File: src/rtl/auth_rx.sv
// auth_rx: 8N1 UART receiver feeding a 'G'/'S' command FSM that drives the
// balance-controller power enable. Shutdown requested while a rider is still
// on is deferred until the load cells report the rider has stepped off.
module auth_rx #(
  parameter int BAUD_CNT = 2604
) (
  input  logic       clk,
  input  logic       rst,
  input  logic       RX,
  input  logic       rider_off,
  output logic [7:0] rx_data,
  output logic       rx_rdy,
  output logic       frm_err,
  output logic       pwr_up
);

  localparam logic [11:0] BAUD_FULL = 12'(BAUD_CNT);
  localparam logic [11:0] BAUD_HALF = 12'(BAUD_CNT / 2);
  localparam logic [7:0]  CMD_GO    = 8'h47;
  localparam logic [7:0]  CMD_STOP  = 8'h53;

  typedef enum logic [2:0] {RX_IDLE, RX_START, RX_DATA, RX_STOP, RX_WAIT_HI} rx_state_e;
  typedef enum logic [1:0] {AUTH_OFF, AUTH_PWR1, AUTH_PWR2} auth_state_e;

  logic        rx_meta_q, rx_sync_q, rx_prev_q;
  rx_state_e   rx_state_q;
  logic [11:0] baud_q, baud_d;
  logic [3:0]  bit_q;
  logic [7:0]  shift_q, rx_data_q;
  logic        rx_rdy_q, frm_err_q;
  auth_state_e auth_q;
  logic        pwr_q;
  logic        fall_edge, baud_tick;

  // Saturating decrement: the baud counter never wraps below zero.
  function automatic logic [11:0] sat_dec(input logic [11:0] v);
    return (v == 12'd0) ? 12'd0 : v - 12'd1;
  endfunction

  // The counter reaches zero on the cycle it steps from 1 (or sits at 0);
  // sampling there and reloading gives a sample period of exactly BAUD_CNT.
  assign baud_d    = sat_dec(baud_q);
  assign baud_tick = (baud_q <= 12'd1);
  assign fall_edge = rx_prev_q & ~rx_sync_q;

  // Two-flop synchronizer plus one history flop for falling-edge detection.
  always_ff @(posedge clk) begin
    if (rst) begin
      rx_meta_q <= 1'b1;
      rx_sync_q <= 1'b1;
      rx_prev_q <= 1'b1;
    end else begin
      rx_meta_q <= RX;
      rx_sync_q <= rx_meta_q;
      rx_prev_q <= rx_sync_q;
    end
  end

  // Receiver FSM: start validation, LSB-first data capture, stop-bit check.
  always_ff @(posedge clk) begin
    if (rst) begin
      rx_state_q <= RX_IDLE;
      baud_q     <= 12'd0;
      bit_q      <= 4'd0;
      shift_q    <= 8'h00;
      rx_data_q  <= 8'h00;
      rx_rdy_q   <= 1'b0;
      frm_err_q  <= 1'b0;
    end else begin
      rx_rdy_q  <= 1'b0;
      frm_err_q <= 1'b0;
      case (rx_state_q)
        RX_IDLE: begin
          if (fall_edge) begin
            baud_q     <= BAUD_HALF;
            rx_state_q <= RX_START;
          end
        end
        RX_START: begin
          if (baud_tick) begin
            baud_q     <= BAUD_FULL;
            bit_q      <= 4'd0;
            rx_state_q <= rx_sync_q ? RX_IDLE : RX_DATA;
          end else begin
            baud_q <= baud_d;
          end
        end
        RX_DATA: begin
          if (baud_tick) begin
            baud_q  <= BAUD_FULL;
            shift_q <= {rx_sync_q, shift_q[7:1]};
            bit_q   <= bit_q + 4'd1;
            if (bit_q == 4'd7) rx_state_q <= RX_STOP;
          end else begin
            baud_q <= baud_d;
          end
        end
        RX_STOP: begin
          if (baud_tick) begin
            baud_q <= BAUD_FULL;
            if (rx_sync_q) begin
              rx_data_q  <= shift_q;
              rx_rdy_q   <= 1'b1;
              rx_state_q <= RX_IDLE;
            end else begin
              frm_err_q  <= 1'b1;
              rx_state_q <= RX_WAIT_HI;
            end
          end else begin
            baud_q <= baud_d;
          end
        end
        RX_WAIT_HI: begin
          // A held-low line (break) must go high before a new start is armed.
          if (rx_sync_q) rx_state_q <= RX_IDLE;
        end
        default: rx_state_q <= RX_IDLE;
      endcase
    end
  end

  // Auth FSM: 'G' powers up, 'S' powers down once the rider is off.
  always_ff @(posedge clk) begin
    if (rst) begin
      auth_q <= AUTH_OFF;
      pwr_q  <= 1'b0;
    end else begin
      case (auth_q)
        AUTH_OFF: begin
          if (rx_rdy_q && rx_data_q == CMD_GO) begin
            auth_q <= AUTH_PWR1;
            pwr_q  <= 1'b1;
          end
        end
        AUTH_PWR1: begin
          if (rx_rdy_q && rx_data_q == CMD_STOP) begin
            if (rider_off) begin
              auth_q <= AUTH_OFF;
              pwr_q  <= 1'b0;
            end else begin
              auth_q <= AUTH_PWR2;
              pwr_q  <= 1'b1;
            end
          end
        end
        AUTH_PWR2: begin
          // A fresh 'G' cancels the pending stop even if the rider leaves now.
          if (rx_rdy_q && rx_data_q == CMD_GO) begin
            auth_q <= AUTH_PWR1;
            pwr_q  <= 1'b1;
          end else if (rider_off) begin
            auth_q <= AUTH_OFF;
            pwr_q  <= 1'b0;
          end
        end
        default: begin
          auth_q <= AUTH_OFF;
          pwr_q  <= 1'b0;
        end
      endcase
    end
  end

  assign rx_data = rx_data_q;
  assign rx_rdy  = rx_rdy_q;
  assign frm_err = frm_err_q;
  assign pwr_up  = pwr_q;

endmodule

File: config.mk
export PLATFORM = sky130hd
export DESIGN_NAME = auth_rx
export DESIGN_NICKNAME = d
export VERILOG_FILES = /design/src/rtl/auth_rx.sv
export SDC_FILE = /design/constraint.sdc
export NUM_CORES = 1
export LEC_CHECK = 0
export CAP_MARGIN = 0
export CORE_MARGIN = 2
export CORE_UTILIZATION = 53
export CTS_CLUSTER_DIAMETER = 120
export DETAILED_ROUTE_END_ITERATION = 16
export GPL_ROUTABILITY_DRIVEN = 0
export PLACE_DENSITY = 0.75
export SLEW_MARGIN = 10
export SYNTH_ARGS = -nofsm -noshare
export SYNTH_HDL_FRONTEND = slang
export SYNTH_SLANG_ARGS = --single-unit
File: constraint.sdc
create_clock -name clk -period 2.38 [get_ports clk]
set_input_delay 0.476 -clock clk [delete_from_list [all_inputs] [get_ports clk]]
set_output_delay 0.476 -clock clk [all_outputs]
set_load 0.02 [all_outputs]
Word level (Yosys, flattened, before mapping)
Index checks and enable logic that the tools add are counted.

word-level totals
  memory bits (writable) = 0
  latch bits = 0
  logic and storage cells = 82
  memories = 0
  flip-flop bits (word level) = 43
  memory bits (read-only) = 0

operators by class
  divide/modulo/power cells = 0
  shift operators = 0
  bitwise logic cells = 4
  reductions and logical operators = 15
  add/subtract/negate cells = 2
  equal/unequal tests = 18
  order comparisons = 1
  multiplexer cells = 30
  multiply operators = 0

operator list
  cell                   count
  $mux 12                3
  $pmux 12 s2            1
  $mux 3                 7
  $eq 8x7->1 const B     2
  $ne 2x2->1 const B     8
  $pmux 3 s5             1
  $le 12x1->1 const B    1
  $logic_not 12->1       1
  $mux 2                 6
  $sub 12x1->12 const B  1
  $reduce_and 3->1       3
  $mux 4                 2
  $pmux 4 s2             1
  $mux 1                 7
  $eq 3x2->1 const B     2
  $pmux 2 s3             1
  $reduce_and 6->1       1
  $reduce_or 3->1        2
  $add 4x1->4 const B    1
  $eq 4x3->1 const B     1
  $reduce_and 2->1       2
  $reduce_bool 2->1      2
  $eq 3x1->1 const B     1
  $eq 3x3->1 const B     1
  other kinds (9)        12

Longest topological paths before layout
  depth in word-level cells = 4
  mapped depth = 8

Worst setup path before layout
Ideal clock, no wire load.

  kind = register to register
  from = reg baud_q[7]
  to = reg rx_data_q[0], in the netlist rx_data[0]
  path slack = 0.146 ns
  required time = 2.264 ns
  cell stages (with the launch flop) = 7
  arrival = 2.119 ns
  buffers on the path = 2
  setup time = 0.116 ns
  period minus slack after synthesis = 2.234 ns
  cell sequence = dfxtp_1 > buf_6 > or4_4 > or4_4 > or3_1 > buf_6 > a31o_1

on the way
  word-level cells in the longest chain between the ends = 2

RTL lines
  element                            line  source
  start: declaration                 27    logic [11:0] baud_q, baud_d;
  start signal: assignment           85    baud_q <= baud_d;
  start signal: assignment           95    baud_q <= baud_d;
  start signal: assignment           110   baud_q <= baud_d;
  $le 12x1->1                        43    assign baud_tick = (baud_q <= 12'd1);
  $reduce_and 3->1 (no source line)  -
  end signal: assignment             102   rx_data_q <= shift_q;
  end: declaration                   29    logic [7:0] shift_q, rx_data_q;

Every way passes these cells.
A chain may end at the register's enable or synchronous reset.

Worst setup path in the final report
  from = reg baud_q[10]
  to = reg rx_data_q[6], in the netlist rx_data[6]

The elaborated chain is that of the path after synthesis.

==> results.md <==
* Net Count, Synth at 267
* Vias/cell at 6.16
* Effective utilization at floorplan at 54.4%
* Filler Cell Count at 400
* Post-cts sizing count at 0
* Vias in the first global route at 1,775
* IO buf count at 14
* P&R area growth vs syn at 9.05%
* Post-synth ARST share at 0%
* Post-Synth Adder-Cell Area at 2.14%
* Chip Width at 70.4 µm
* Synth Instances at 259
* HP Class: reg -> reg
* Synth Area in Compound Gates at 21.9%
* Startpoint Class: flip-flop
* Post-Synth XOR/XNOR Area at 0.749%
* Crit path DAT at 2.50 ns
* Max Root-Sink Buffers at 2
* CP dominant cell by count: or4_4
* Top-Level Pins at 15
* Slew margin rel. at 58.7%
* Gr ovfl total at 0
* Die ar. at 0.00496 mm²
* Hold Violations, Final at 0
* Remaining antenna violation count after routing at 0
* Setup Buffers After CTS at 0
* Buf/Inv on CP at 0
* Clk_lat worst skew at 0.30 ns
* Post-synth EDFFs at 0
* Vias post-DR at 1,997
* WS Path Type: reg -> reg
* DR iter-0 viols at 117
* Worst Hold Slack at 0.414 ns
* Max frequency at 433 MHz
* CTS Buf Count at 5
* Final-stage net count at 280
* Area of the multi-input gates at 0.00126 mm²
* Slew at the pin closest to its max-slew limit at 0.613 ns
* Outcome: completed
* Avg WL per Cell at 14.7 µm
* Crit end category: flip-flop
* Gr usage total at 20.6%
* Die Ht at 70.4 µm
* Count of final max-slew check failures at 0
* Largest net degree at the start of global routing at 28
* Antenna violations before repair at 0
* Post-synthesis cell area at 0.00234 mm²
* Setup TNS at 0 ns
* Placed cell area at 0.00245 mm²
* Slowest stage cell, crit path: or4_4
* Multiplexer share of the synthesized area at 3.43%
* Number of remaining DRC errors at 0
* #FFs+latches synth at 43
* Register Area at 861 µm²
* Pwr Density at 1350 mW/mm²
* Syn_area_per_cell at 9.02 µm²
* Top delay family on crit path: simple AND/OR/NAND/NOR gates
* Seq/Total Area, Yosys at 36.8%
* Crit share post-route at 97.0%
* Leading post-synthesis cells by cell area: dfxtp_1, clkbuf_8, nand2_1, mux2i_1, nor4_1
* Worst path cell trace: or4_4, or4_4, or3_1, a31o_1
* Row Count at 24
* Combinational family with the most area after synthesis: simple AND/OR/NAND/NOR gates
* Clock Sink Count at 43
* Diode count at 0
* R2r worst-path depth at 4
* WP data required at 2.57 ns
* Detailed Route WL at 4780 µm
* Slowest stage delay, CP at 0.55 ns
* Post-DP HPWL at 3400 µm
* Minimum clock period at 2.31 ns
* Max Cap Viol at 0
* Final setup fails at 0
* Hold Crit Depth at 1
* First-pass GRT wire length at 8200 µm
* Peak VDD IR at 0.855 mV
* Core area at 0.00429 mm²
* CTS root buf: clkbuf_8
* Ys flop type: dfxtp_1
* Max H-tree Level at 2
* Synth cell types at 58
* CP Depth at 4
* Post-layout instance area at 0.00255 mm²
* Fin Clk Skew at 0.00600 ns
* Most common cell in the netlist: dfxtp_1
* RSZ-0062 raised after global routing: no
* TritonRoute pass-1 iters at 4
* Top-area cell type share of the netlist area at 36.8%
* Area share of and/or/nand/nor cells after synthesis at 25.5%
* CTS tree: yes
* Commonest cells in the netlist: dfxtp_1, nand2_1, o21ai_0
* CP Max Fanout at 9
* Area leader, netlist: dfxtp_1
* Hold buffer count at cts at 0
* Share of cells above drive strength 1 at 11.4%
* Clk pin slew, worst setup/hold paths at 0.08 ns
* Warnings from Yosys at 0
* LEAKAGE at 0.921 nW
==> metal layers <==
layer	global-route usage [%]	part of all wire, %	vias to the layer above
li1	-	-	1010
met1	26.8	47	938
met2	32.5	46	41
met3	5.05	4.7	8
met4	8.33	1.5	0
met5	0	0	-
==> cell families after synthesis <==
family | after synthesis
AOI/OAI and AO/OA | 70
DFF | 43
adders and majority gates | 4
xor gates and xnor gates | 2
buffers and inverters | 29
muxes | 8
and+or+nand+nor | 103
==> worst reg2reg max path: stages, from the launching register on <==
cell	delay, ns
dfxtp_1	0.33
or4_4	0.55
or4_4	0.54
or3_1	0.51
a31o_1	0.27
==> flip-flops by register name, indices dropped and copies added, names as in the netlist, 2 cells and up <==
register and cells:
rx_data 8, rx_state_q 3, bit_q 4, auth_q 2, shift_q 8, baud_q 12
==> metrics by stage <==
| stage | std cells | setup WS, ns | utilization, % | power (W) |
|---|---|---|---|---|
| 2_1_floorplan | 259 | 0.146 | - | 0.00253 |
| 3_3_place_gp | 317 | 0.106 | 57.0 | 0.00283 |
| 3_5_place_dp | 317 | 0.0720 | 57.0 | 0.00287 |
| 4_1_cts | 324 | 0.0652 | 59.4 | 0.00342 |
| 5_1_grt | 324 | 0.000185 | 59.4 | 0.00370 |
| 6_report | 324 | 0.0703 | 59.4 | 0.00344 |
==> worst paths after layout <==
kind | startpoint | endpoint | slack [ns]
max reg2reg | baud_q[10]$_SDFFE_PP0P_ | rx_data[6]$_SDFFE_PP0P_ | 0.07
min reg2reg | rx_meta_q$_SDFF_PP1_ | rx_sync_q$_SDFF_PP1_ | 0.41
max | baud_q[10]$_SDFFE_PP0P_ | rx_data[6]$_SDFFE_PP0P_ | 0.07
min | rx_meta_q$_SDFF_PP1_ | rx_sync_q$_SDFF_PP1_ | 0.41
==> cell type report <==
class                           count  share of cell area (%)
Multi-Input combinational cell    187                    49.3
Clock buffer                        6                    2.85
Inverter                            9                    1.33
Clock inverter                      1                    1.18
Sequential cell                    43                    33.8
Tap cell                           52                    2.55
Timing Repair Buffer               26                    9.03
==> layout by cell type (no fill, tap or decap), types with 5 or more instances in the layout <==
master	n
dfxtp_1	43
nand2_1	26
clkdlybuf4s50_1	14
o21ai_0	13
nor4_1	12
buf_4	12
nor2_1	11
inv_1	9
nor3_1	9
mux2i_1	8
a31o_1	8
a21oi_1	8
a31oi_1	6
or2_2	5
o211ai_1	5
clkbuf_8	5
==> where the power goes <==
| group | switching (W) | internal (W) | leakage (nW) |
|---|---|---|---|
| Combinational | 0.00113 | 0.000790 | 0.521 |
| Clock | 0.000239 | 0.000307 | 0.0513 |
| Sequential | 0.000144 | 0.000830 | 0.349 |
Note: power is estimated with default switching activity, not from simulation.
